[src/rtl/btn_pkg.sv]
// Shared types and constants for the push-button event front end.
// Channel encoding here matches the Slt output of btn_event_gen.
package btn_pkg;

    localparam int DEFAULT_DEBOUNCE_CYCLES = 4;

    typedef logic ch_t;

    localparam ch_t CH0 = 1'b0;
    localparam ch_t CH1 = 1'b1;

endpackage

[src/rtl/btn_debounce.sv]
// One button channel: two-flop synchroniser, stability counter, debounced
// level and a rise pulse that fires on the same edge the level goes high.
module btn_debounce #(
    parameter int DEBOUNCE_CYCLES = 4
) (
    input  logic Clk,
    input  logic Reset,
    input  logic raw,
    output logic deb,
    output logic rise
);

    localparam int CNT_W = $clog2(DEBOUNCE_CYCLES) + 1;
    localparam logic [CNT_W-1:0] CNT_MAX = CNT_W'(DEBOUNCE_CYCLES - 1);

    logic             sync1_q, sync1_d;
    logic             sync2_q, sync2_d;
    logic             deb_q, deb_d;
    logic [CNT_W-1:0] cnt_q, cnt_d;

    always_comb begin
        sync1_d = raw;
        sync2_d = sync1_q;
        deb_d   = deb_q;
        cnt_d   = cnt_q;
        if (sync2_q == deb_q) begin
            cnt_d = '0;
        end else if (cnt_q == CNT_MAX) begin
            deb_d = sync2_q;
            cnt_d = '0;
        end else begin
            cnt_d = cnt_q + 1'b1;
        end
    end

    // Rise looks at deb_d so the pending flag can be set on the flip edge.
    assign rise = ~Reset & deb_d & ~deb_q;
    assign deb  = deb_q;

    always_ff @(posedge Clk) begin
        if (Reset) begin
            sync1_q <= 1'b0;
            sync2_q <= 1'b0;
            deb_q   <= 1'b0;
            cnt_q   <= '0;
        end else begin
            sync1_q <= sync1_d;
            sync2_q <= sync2_d;
            deb_q   <= deb_d;
            cnt_q   <= cnt_d;
        end
    end

endmodule

[src/rtl/btn_event_gen.sv]
// Two debounced push-button channels feeding a round-robin arbiter that
// emits at most one registered En pulse per cycle, Slt naming the channel.
module btn_event_gen
    import btn_pkg::*;
#(
    parameter int DEBOUNCE_CYCLES = DEFAULT_DEBOUNCE_CYCLES
) (
    input  logic Clk,
    input  logic Reset,
    input  logic Btn0,
    input  logic Btn1,
    output logic En,
    output logic Slt
);

    logic [1:0] rise;
    logic [1:0] deb_unused;

    btn_debounce #(.DEBOUNCE_CYCLES(DEBOUNCE_CYCLES)) u_deb0 (
        .Clk   (Clk),
        .Reset (Reset),
        .raw   (Btn0),
        .deb   (deb_unused[0]),
        .rise  (rise[0])
    );

    btn_debounce #(.DEBOUNCE_CYCLES(DEBOUNCE_CYCLES)) u_deb1 (
        .Clk   (Clk),
        .Reset (Reset),
        .raw   (Btn1),
        .deb   (deb_unused[1]),
        .rise  (rise[1])
    );

    logic [1:0] pend_q, pend_d;
    ch_t        last_q, last_d;
    logic       en_q, en_d;
    ch_t        slt_q, slt_d;
    logic       grant_v;
    ch_t        grant_ch;

    always_comb begin
        grant_v  = 1'b0;
        grant_ch = CH0;
        case (pend_q)
            2'b01: begin
                grant_v  = 1'b1;
                grant_ch = CH0;
            end
            2'b10: begin
                grant_v  = 1'b1;
                grant_ch = CH1;
            end
            2'b11: begin
                grant_v  = 1'b1;
                grant_ch = ~last_q;
            end
            default: begin
                grant_v  = 1'b0;
                grant_ch = CH0;
            end
        endcase

        en_d   = grant_v;
        slt_d  = grant_v ? grant_ch : CH0;
        last_d = grant_v ? grant_ch : last_q;
        pend_d = pend_q;
        if (grant_v) begin
            pend_d[grant_ch] = 1'b0;
        end
        // A new rise on the granted channel keeps it pending.
        pend_d = pend_d | rise;
    end

    always_ff @(posedge Clk) begin
        if (Reset) begin
            pend_q <= 2'b00;
            last_q <= CH1;
            en_q   <= 1'b0;
            slt_q  <= CH0;
        end else begin
            pend_q <= pend_d;
            last_q <= last_d;
            en_q   <= en_d;
            slt_q  <= slt_d;
        end
    end

    assign En  = en_q;
    assign Slt = slt_q;

endmodule

[config.mk]
export PLATFORM = sky130hd
export DESIGN_NAME = btn_event_gen
export DESIGN_NICKNAME = d
export VERILOG_FILES = /design/src/rtl/btn_pkg.sv /design/src/rtl/btn_debounce.sv /design/src/rtl/btn_event_gen.sv
export SDC_FILE = /design/constraint.sdc
export NUM_CORES = 1
export LEC_CHECK = 0
export BUFFER_PORTS_ARGS = -buffer_cell sky130_fd_sc_hd__buf_2
export CAP_MARGIN = 20
export CORE_MARGIN = 5
export CORE_UTILIZATION = 45
export CTS_BUF_LIST = sky130_fd_sc_hd__clkbuf_2
export DETAILED_ROUTE_END_ITERATION = 10
export GPL_TIMING_DRIVEN = 0
export PLACE_DENSITY = 0.71
export SYNTH_ARGS = -nofsm -noshare
export SYNTH_HDL_FRONTEND = slang
export SYNTH_SLANG_ARGS = --single-unit
[constraint.sdc]
create_clock -name Clk -period 1.9 [get_ports Clk]
set_clock_uncertainty 0.2 [all_clocks]
set_input_delay 0.38 -clock Clk [delete_from_list [all_inputs] [get_ports Clk]]
set_output_delay 0.38 -clock Clk [all_outputs]
set_load 0.02 [all_outputs]
# After elaboration in Yosys (flattened, before gate mapping)

Cells that the tools add are included.

Add/subtract/negate cells: 2
$mul: 0
Divide/modulo/power cells: 0
$lt $le $gt $ge: 2
Equality and inequality tests: 7
Shift-type cells: 0
Multiplexer cells: 9
Bitwise operators: 12
Reductions and logical operators: 5

Operator list:

| cell                                               | count |
|---|---|
| OR reduction 3 bit                                 | 3 |
| adder 3 x 1 -> 3 bit, second input constant        | 2 |
| == test 3 x 2 -> 1 bit, second input constant      | 2 |
| 2-to-1 mux 1 bit                                   | 6 |
| inverter 1 bit                                     | 5 |
| AND 1 bit                                          | 4 |
| == test 2 bit, second input constant               | 2 |
| AND 2 bit                                          | 1 |
| == test 1 bit                                      | 2 |
| == test 2 x 1 -> 1 bit, second input constant      | 1 |
| < comparator 1 x 2 -> 1 bit, second input constant | 1 |
| 2-to-1 mux 2 bit                                   | 1 |
| inverter 2 bit                                     | 1 |
| bitwise OR 2 bit                                   | 1 |
| case mux 1 bit (2 select lines)                    | 1 |
| OR reduction 2 bit                                 | 1 |
| demux 1 bit (select 1 bit)                         | 1 |
| >= comparator 1 bit, second input constant         | 1 |
| logical AND 1 bit                                  | 1 |

Register bits: 17
Bits in latches: 0
RAM bits: 0
Bits in read-only memories: 0
Output and inout bits: 2
Memories kept: 0

# Longest topological paths before layout

Gate-level depths: netlist of run 1.

Word-level depth: 10
Gate-level depth with buffers: 4
Depth with buffers taken out: 4

# Hierarchy

From an unflattened synthesis of run 1, not the netlist that was laid out.

Cell total of the unflattened synthesis: 52
Area, all modules: 614.3 um2

By module, submodules not included:

| module        | times used | cells each | area each (um2) | seq. area each (um2) |
|---|---|---|---|---|
| btn_debounce  | 2          | 18         | 224.0           | 120.1 |
| btn_event_gen | 1          | 16         | 166.4           | 100.1 |

# Least setup slack after synthesis of run 1

No wires, ideal clock.

Path kind: register to register
From: register u_deb1.cnt_q[0]
To: register u_deb1.cnt_q[2]
Arrival time: 0.993 ns
Data required time: 1.612 ns
Path slack: 0.619 ns
Stages on the path, launching flop included: 4
Buffers on the path: 0
Period minus slack after synthesis: 1.281 ns
Cell sequence: dfxtp_1 ha_1 ha_1 nor4_2

Longest elaborated chain between the ends: 2

RTL lines:

| what                                                         | RTL line           | RTL |
|---|---|---|
| start: declaration                                           | btn_debounce.sv:19 | `logic [CNT_W-1:0] cnt_q, cnt_d;` |
| start signal: assignment                                     | btn_debounce.sv:50 | `cnt_q <= cnt_d;` |
| branches (longest 2 deep; another with adder 3 x 1 -> 3 bit) | n/a                |  |

Several ways; the timed one is not identified.
A chain may end at the register's enable or synchronous reset.

# Worst setup path in the final report of run 1

From: register u_deb0.cnt_q[0]
To: register u_deb0.deb_q (netlist: u_deb0.deb)

Longest elaborated chain between the ends: 3

RTL lines:

| what                     | RTL line           | RTL |
|---|---|---|
| start: declaration       | btn_debounce.sv:19 |  |
| start signal: assignment | btn_debounce.sv:50 |  |
| == test 3 x 2 -> 1 bit   | btn_debounce.sv:28 | `end else if (cnt_q == CNT_MAX) begin` |
| 2-to-1 mux 1 bit         | btn_debounce.sv:28 |  |
| 2-to-1 mux 1 bit         | btn_debounce.sv:26 | `if (sync2_q == deb_q) begin` |
| end signal: assignment   | btn_debounce.sv:44 | `deb_q <= 1'b0;` |
| end signal: assignment   | btn_debounce.sv:49 | `deb_q <= deb_d;` |
| end: declaration         | btn_debounce.sv:18 | `logic deb_q, deb_d;` |

No other way between the ends.

==> metrics, run 1 <==
Inserted Clock Buffers=3; pwr dens=787 nW/um2; Cell Rows=13; Routed WL=837 um; Starting Density=0.477; initial antenna violation count=0; WL met1=422 um; DRC Markers=0; Synth area leader=dfxtp_1; Vias=369; P&R area growth vs syn=10.2%; Root Driver=clkbuf_2; Fillers=122; first-pass GRT wire length=1.44 mm; Core ar.=1320 um2; leak pwr=0.265 nW; min cycle time layout=1.39 ns; worst skew pair latency=0.29 ns; required time of the critical path=1.91 ns; Cell Area, Synth=628 um2; H-tree depth=1; # diodes=0; Worst setup EP type=flip-flop; syn_area_per_cell=12.1 um2; Slew Limit Fails=0; maximum vdd ir drop=0.412 mV; Worst slew margin=0.736; die footprint=2240 um2; hpwl dp=569 um; top post-synthesis cells by area=dfxtp_1 54%, ha_1 8.0%, nor4_2 6.0%, nor4b_2 4.8%, nor2b_1 4.0%; Die Ht=47.4 um; Final ANT Viol Nets=0; vias in the first global route=365; uppermost routed layer=met4; # IOs=6; largest net degree at the start of global routing=11; share of cells above drive strength 1=0.262; RSZ-0062 raised after global routing=no; Cells after Synth=52; CP arrival=1.39 ns; Worst-Margin Slew=0.393 ns; Hold Violations, Final=0; drt pass-1 iters=2; CP Class=flip-flop to flip-flop; CTS tree=yes; routed wl met2=363 um; post-synthesis sequential area ratio=0.542; met3 wire length=41 um; post-CTS setup buffers=0; syn nets=60; hold buffers post-CTS=0; Die X=47.4 um; Hold Path Class=input pin to flip-flop; Yosys reg bits=17; Worst setup SP type=flip-flop; period utilization=0.730; maxcap violations=0; WHS=0.0888 ns; yosys warns=0; fmax=721 MHz; Largest regs=u_deb0.cnt_q x3, u_deb1.cnt_q x3, pend_q x2; GRT Total Usage=0.0994; Total Nets Final=70; CP max FO=5; clock slew at reported path FFs=0.16 ns; quantity of gates resized following cts=0; PortBufs=5; total power draw=545 uW; status=finished clean; Congestion Overflow GR=0; Netlist cell types=17; clock sinks=17; initial DRC count=4; Setup TNS Final=0 ns; CTS Buffer Depth=2; routability cong.=0.681; vias per inst=4.86; final setup violating endpoints=0; top cell type's share of synthesized area=0.542; drt wl/cell=11.0 um
-- worst max-delay path, cell delays in order (launching register included) --
cell and delay [ns]:
dfxtp_1 0.39, ha_1 0.17, ha_1 0.28, mux2i_1 0.21, nor2_1 0.05
-- where the power goes --
group	internal (mW)	switching (mW)	total [mW]
combinational	0.00932	0.0104	0.0198
sequential	0.362	0.00270	0.365
clock	0.0558	0.105	0.160
-- path summary, 6_finish.rpt --
check / from / to / slack, ns / cells after the start
min: Btn0 / u_deb0.sync1_q$_SDFF_PP0_ / 0.09 / 2
max: u_deb0.cnt_q[0]$_SDFF_PP0_ / u_deb0.deb$_SDFF_PP0_ / 0.51 / 4
max reg2reg: u_deb0.cnt_q[0]$_SDFF_PP0_ / u_deb0.deb$_SDFF_PP0_ / 0.51 / 4
min reg2reg: u_deb1.cnt_q[0]$_SDFF_PP0_ / u_deb1.cnt_q[0]$_SDFF_PP0_ / 0.25 / 1
-- cell usage in the layout, fill, tap and decap left out --
| cell | n |
|---|---|
| buf_2 | 5 |
| nor4_1 | 1 |
| xnor2_1 | 2 |
| nor2_1 | 5 |
| nand3b_1 | 3 |
| ha_1 | 4 |
| dfxtp_1 | 17 |
| buf_6 | 1 |
| nand3_1 | 1 |
| inv_1 | 2 |
| nor2b_1 | 4 |
| nor3b_2 | 1 |
| a21oi_1 | 2 |
| o21bai_1 | 1 |
| nor4_2 | 3 |
| and2_1 | 1 |
| mux2i_1 | 2 |
| clkbuf_2 | 4 |
| nor4b_2 | 2 |
-- Yosys cell counts --
cell type / instances
nor2_1: 5
and2_1: 1
mux2i_1: 2
xnor2_1: 2
nand3_1: 1
nor2b_1: 4
buf_6: 1
nand3b_1: 3
o21bai_1: 1
nor4_1: 1
nor3b_2: 1
nor4_2: 3
inv_1: 2
a21oi_1: 2
ha_1: 4
dfxtp_1: 17
nor4b_2: 2
-- metrics by stage --
step | cells | utilization | worst slack (ns) | instance area (um2)
6_report | 76 | 0.525 | 0.514 | 692
4_1_cts | 76 | 0.525 | 0.500 | 692
3_3_place_gp | 72 | 0.510 | 0.552 | 672
2_1_floorplan | 52 | - | 0.619 | 628
3_5_place_dp | 72 | 0.510 | 0.545 | 672
5_1_grt | 76 | 0.525 | 0.402 | 692
-- layout make-up --
class	count	area, um2	share of cell area
Timing Repair Buffer	5	25.0	0.0362
Inverter	2	7.51	0.0108
Clock buffer	4	20.0	0.0289
Multi-Input combinational cell	32	269	0.389
Tap cell	15	18.8	0.0271
Buffer	1	11.3	0.0163
Sequential cell	17	340	0.492
-- kinds of logic after synthesis --
family	Yosys count	share of synthesized area
buffers and inverters	3	0.0299
adder cells (fa/ha/maj)	4	0.0797
flip-flops	17	0.542
XOR/XNOR	2	0.0279
AND/OR/NAND/NOR	21	0.261
AO/OA/AOI/OAI	3	0.0279
multiplexers	2	0.0319
-- layer usage --
metal / vias up / global-route usage
met2: 6 / 0.139
met1: 164 / 0.120
met4: 0 / 0.0829
met5: - / 0
li1: 197 / -
met3: 2 / 0.0345
(Power assumes the default switching activity.)
==> run 2, diff against run 1 <==
ABC_AREA = 1   (was default)
clock period = 1.3 ns   (was 1.9 ns; I/O delays follow)
==> metrics, run 2 <==
Congestion Overflow GR=0 (unchanged); Design Area, Final=792 um2 (+14%); post-synthesis sequential area ratio=0.529 (-0.0126); WHS Path Cells=2 (unchanged); required time of the critical path=1.33 ns (-0.58 ns); leak pwr=0.343 nW (+30%); worst skew pair latency=0.28 ns (about the same); Yosys reg bits=17 (unchanged); clock sinks=17 (unchanged); CP startpoint=Reset; CP Cell Sequence=dlygate4sd3_1, buf_6, nor2_4, nand3_4, nor2_2; CP Class=input pin to flip-flop; initial antenna violation count=0 (unchanged); WHS=0.215 ns (+0.126 ns); Die X=47.8 um (+0.94%); commonest non-fill, non-tap cell in the layout=inv_1; CP max stage delay=0.55 ns (+0.16 ns); ys async rst share=0 (unchanged); Worst setup EP type=flip-flop; post-CTS setup buffers=0 (unchanged); PortBufs=4 (-1); FF-to-FF End=u_deb1.cnt_q[0]$_SDFF_PP0_; reg-to-reg slack, setup=0.05 ns (-0.46 ns); dominant synthesized flop cell=dfxtp_1; syn nets=84 (+40%); Inserted Clock Buffers=3 (unchanged); Worst-Margin Slew=0.143 ns (-0.250 ns); P&R area growth vs syn=23.2%; CP max FO=10 (+5); # IOs=6 (unchanged); Cell Area, Synth=643 um2 (+2.4%); commonest non-fill, non-tap cells in the layout=16 x inv_1, 15 x dfxtp_1, 14 x nor2_1; Non-Filler Instances=102 (+34%); Worst slew margin=0.903 (+0.167); Hold Path Class=flip-flop to flip-flop; dpl ws=0.00505 ns (-0.539 ns); CP arrival=1.29 ns (-0.10 ns); Final ANT Viol Nets=0 (unchanged); Total Nets Final=96 (+37%); crit path to=u_deb1.cnt_q[0]$_SDFF_PP0_; pwr dens=1020 nW/um2 (+29%); hpwl dp=634 um (+11%); Netlist cell types=13 (-4); final setup violating endpoints=0 (unchanged); Cell Rows=13 (unchanged); CTS Buffer Depth=2 (unchanged); drt pass-1 iters=4 (+2); fmax=792 MHz; # diodes=0 (unchanged); share of cells above drive strength 1=0.264 (+0.00207); Worst Slack Setup Final=0.0378 ns (-0.476 ns); total power draw=807 uW (+48%); first-pass GRT wire length=1.63 mm (+13%); Fillers=120 (-1.6%); Post-synth top cells=17 x dfxtp_1, 17 x nor2_1, 16 x inv_1; period utilization=0.971; R2R Path Start=u_deb1.cnt_q[0]$_SDFF_PP0_; worst reg-to-reg path cell count=5 (+1); largest net degree at the start of global routing=11 (unchanged); initial DRC count=10 (+6); Hold Violations, Final=0 (unchanged); die footprint=2290 um2 (+1.9%); H-tree depth=1 (unchanged); Core ar.=1330 um2 (+1.2%); GRT Total Usage=0.108 (+0.00869); min cycle time layout=1.26 ns; EDFF count, synth=0 (unchanged); Synth area leader=dfxtp_1; maxcap violations=0 (unchanged); Placed Area=682 um2 (+1.5%); Largest regs=u_deb0.cnt_q x3, u_deb1.cnt_q x3, pend_q x2; DP Cell Count=95 (+32%); Routed WL=935 um (+12%); Worst setup SP type=input pin; Setup TNS Final=0 ns (unchanged); maximum vdd ir drop=0.562 mV (+36%); Starting Density=0.482 (+0.00544); vias per inst=4.55 (-6.3%); critical path depth in cells=5 (+1); CTS tree=yes; Cells after Synth=76 (+46%); Worst path top cell family by delay=buffers and inverters; Slew Limit Fails=0 (unchanged); syn_area_per_cell=8.46 um2 (-30%); routability cong.=0.710 (+4.1%); yosys warns=0 (unchanged); Vias=464 (+26%); top cell type's share of synthesized area=0.529 (-0.0126); drt wl/cell=9.17 um (-17%); top post-synthesis cells by area=dfxtp_1 53%, nor2_1 9.9%, inv_1 9.3%, ha_1 7.8%, nand2_1 5.3%; slowest CP cell=dlygate4sd3_1; Die Ht=47.8 um (+0.94%); vias in the first global route=428 (+17%); WP buf/inv=2 (+2); status=finished clean; DRC Markers=0 (unchanged); clock slew at reported path FFs=0.15 ns (about the same); Root Driver=clkbuf_2; Post-Route Utilization=0.594 (+0.0686)
==> run 2: changes by cell type in the layout (fill, tap and decap cells not counted), sizes merged, moves of 3 or more <==
| cell | previous run | this run |
|---|---|---|
| nand3b | 3 | 0 |
| nand2 | 0 | 9 |
| nor4 | 4 | 0 |
| nor2b | 4 | 0 |
| dlygate4sd3 | 0 | 3 |
| inv | 2 | 17 |
| nor2 | 5 | 19 |
| o21ai | 0 | 3 |
==> run 2: cell type report <==
type / count / area, um2 / area share
multi-input cells: 41 / 283 / 0.357
inverters: 17 / 63.8 / 0.0806
clock buffers: 4 / 20.0 / 0.0253
repair buffers: 7 / 50.0 / 0.0632
plain buffers: 1 / 11.3 / 0.0142
flip-flops and latches: 17 / 345 / 0.436
well taps: 15 / 18.8 / 0.0237
==> run 2: cells by family (layout without fill, tap and decap cells) <==
logic type	Yosys count	count (layout)	share of synthesized area
simple gates	34	34	0.253
buf+inv	18	29	0.117
flops	17	17	0.529
fa+ha+maj	4	4	0.0778
compound gates	3	3	0.0233
==> run 2: repair_timing <==
action                                  4_1_cts  5_1_grt
gates resized for setup                       2       12
pin swaps                                     0        3
hold endpoints to repair                      6        0
endpoints found under the setup margin        6        8
hold buffers                                  3        0
==> run 2: worst reg2reg max path, stage by stage, from the launching register on <==
cell     delay, ns
dfxtp_4       0.38
ha_4          0.16
ha_4          0.17
nor2_4        0.09
nand3_4       0.09
nor2_2        0.11
==> run 2: where the power goes <==
part | internal [mW] | total [mW] | switching, mW | leakage, nW
logic | 0.0206 | 0.0412 | 0.0206 | 0.187
registers | 0.528 | 0.532 | 0.00472 | 0.139
clock network | 0.0816 | 0.233 | 0.151 | 0.0166
total | 0.630 | 0.807 | 0.177 | 0.343
==> run 2: how the worst min path moves through the flow <==
stage,from,end
2_1_floorplan,Btn0,u_deb0.sync1_q$_SDFF_PP0_
3_3_place_gp,u_deb0.sync1_q$_SDFF_PP0_,u_deb0.sync2_q$_SDFF_PP0_
3_5_place_dp,u_deb0.sync1_q$_SDFF_PP0_,u_deb0.sync2_q$_SDFF_PP0_
4_1_cts,u_deb0.sync1_q$_SDFF_PP0_,u_deb0.sync2_q$_SDFF_PP0_
5_1_grt,u_deb0.sync1_q$_SDFF_PP0_,u_deb0.sync2_q$_SDFF_PP0_
6_report,u_deb0.sync1_q$_SDFF_PP0_,u_deb0.sync2_q$_SDFF_PP0_
==> run 2: metal layers <==
layer | GRT usage | up-vias | wire, um
met1 | 0.111 | 204 | 413
met3 | 0.0451 | 0 | 53
li1 | - | 249 | -
met5 | 0 | - | 0
met2 | 0.174 | 11 | 469
met4 | 0.0806 | 0 | 0
==> run 3, diff against run 2 <==
clock period = 1.6 ns   (was 1.3 ns; I/O delays follow)
==> metrics, run 3 (synthesis gave the netlist of run 2 again) <==
status=finished clean; drt pass-1 iters=2 (-2); Clk pwr share=0.293 (+0.004); Reg power frac=0.670 (+0.010); Vias=443 (-4.5%); fmax=747 MHz; Worst path top cell family by delay=adder cells; CP max FO=4 (-6); pwr dens=921 nW/um2 (-9.6%); die footprint=2290 um2 (unchanged); CP dominant cell by count=ha_1; maximum vdd ir drop=0.454 mV (-19%); DP Cell Count=95 (unchanged); Total Nets Final=93 (-3.1%); Setup TNS Final=0 ns (unchanged); commonest non-fill, non-tap cells in the layout=17 x dfxtp_1, 17 x nor2_1, 16 x inv_1; GRT Total Usage=0.0997 (-0.00837); Worst-Margin Slew=0.207 ns (+0.0638 ns); Cell Rows=13 (unchanged); Starting Density=0.482 (unchanged); P&R area growth vs syn=9.14%; Hold Path Class=input pin to flip-flop; hold buffers post-CTS=0 (-3); quantity of gates resized following cts=0 (-2); Comb power frac=0.038 (-0.013); RSZ-0062 raised after global routing=no; post-CTS setup buffers=0 (unchanged); Post-Route Utilization=0.526 (-0.0675); initial antenna violation count=0 (unchanged); period utilization=0.836; initial DRC count=7 (-3); required time of the critical path=1.64 ns (+0.31 ns); Slew Limit Fails=0 (unchanged); final setup violating endpoints=0 (unchanged); share of cells above drive strength 1=0.167 (-0.0977); Final ANT Viol Nets=0 (unchanged); total power draw=646 uW (-20%); leak pwr=0.336 nW (-2.1%); CTS Buffer Depth=2 (unchanged); Worst slew margin=0.862 (-0.0415); Worst setup SP type=flip-flop; largest net degree at the start of global routing=11 (unchanged); CP arrival=1.38 ns (+0.09 ns); min cycle time layout=1.34 ns; Largest regs=u_deb0.cnt_q x3, u_deb1.cnt_q x3, pend_q x2; P_int=507 uW (-20%); Routed WL=820 um (-12%); CP max stage delay=0.35 ns (-0.20 ns); Worst setup EP type=flip-flop; Switch Pwr=140 uW (-21%); Hold Violations, Final=0 (unchanged); clock slew at reported path FFs=0.15 ns (about the same); PortBufs=4 (unchanged); dpl ws=0.305 ns (+0.300 ns); CP Class=flip-flop to flip-flop; maxcap violations=0 (unchanged); WP buf/inv=0 (-2); Congestion Overflow GR=0 (unchanged); drt wl/cell=8.28 um (-9.6%); Core ar.=1330 um2 (unchanged); Worst Slack Setup Final=0.262 ns (+0.224 ns); Die Ht=47.8 um (unchanged); vias per inst=4.47 (-1.6%); clock sinks=17 (unchanged); # IOs=6 (unchanged); Sw Share=0.216 (-0.00293); vias in the first global route=396 (-7.5%); H-tree depth=1 (unchanged); first-pass GRT wire length=1.49 mm (-8.5%); Die X=47.8 um (unchanged); CTS tree=yes; DRC Markers=0 (unchanged); # diodes=0 (unchanged); Root Driver=clkbuf_2; Non-Filler Instances=99 (-2.9%); hpwl dp=634 um (unchanged); worst skew pair latency=0.29 ns (about the same); routability cong.=0.710 (unchanged); slowest CP cell=dfxtp_1; Inserted Clock Buffers=3 (unchanged); CP Cell Sequence=ha_1, ha_1, nor2_4, nand3_2, nor2_1
[run 3: cell count changes in the layout (fill, tap and decap cells not counted), sizes merged]
cell,previous run,this run
dlygate4sd3,3,0
[run 3: tightest hold or removal path: stages]
cell and delay (ns):
buf_2 0.09, inv_1 0.04, nor2_1 0.03
[run 3: layer usage]
| metal | vias to the layer above | track usage | wire (um) |
|---|---|---|---|
| met2 | 8 | 0.150 | 393 |
| met4 | 0 | 0.0806 | 12 |
| met5 | - | 0 | 0 |
| li1 | 243 | - | - |
| met1 | 190 | 0.106 | 361 |
| met3 | 2 | 0.0451 | 52 |
[run 3: path summary, 6_finish.rpt]
path	start	endpoint	slack (ns)	cells past startpoint
worst max-delay path	u_deb1.cnt_q[0]$_SDFF_PP0_	u_deb1.cnt_q[2]$_SDFF_PP0_	0.26	5
worst min-delay path	Btn1	u_deb1.sync1_q$_SDFF_PP0_	0.01	3
worst max register to register	u_deb1.cnt_q[0]$_SDFF_PP0_	u_deb1.cnt_q[2]$_SDFF_PP0_	0.26	5
worst min register to register	u_deb0.sync1_q$_SDFF_PP0_	u_deb0.sync2_q$_SDFF_PP0_	0.21	2
[run 3: cell type report]
cell class | instances | area, um2
buffer | 1 | 11.3
sequential | 17 | 340
fill | 134 | 632
clock buffer | 4 | 20.0
inverter | 17 | 63.8
timing repair buffer | 4 | 20.0
multi-input combinational | 41 | 228
tap | 15 | 18.8
[run 3: power by group through the flow]
stage	logic (mW)	clock network [mW]	registers (mW)
after floorplan	0.0191	0	0.442
after global placement	0.0235	0	0.442
after detailed placement	0.0249	0	0.442
after CTS	0.0251	0.200	0.433
after global routing	0.0285	0.218	0.434
final	0.0243	0.189	0.433
[run 3: metrics by stage]
step / cell area, um2 / hold WS [ns]
finish: 702 / 0.0129
global route: 702 / 0.0220
CTS: 702 / 0.00261
detailed placement: 682 / 0.196
global placement: 682 / 0.190
floorplan: 643 / 0.188
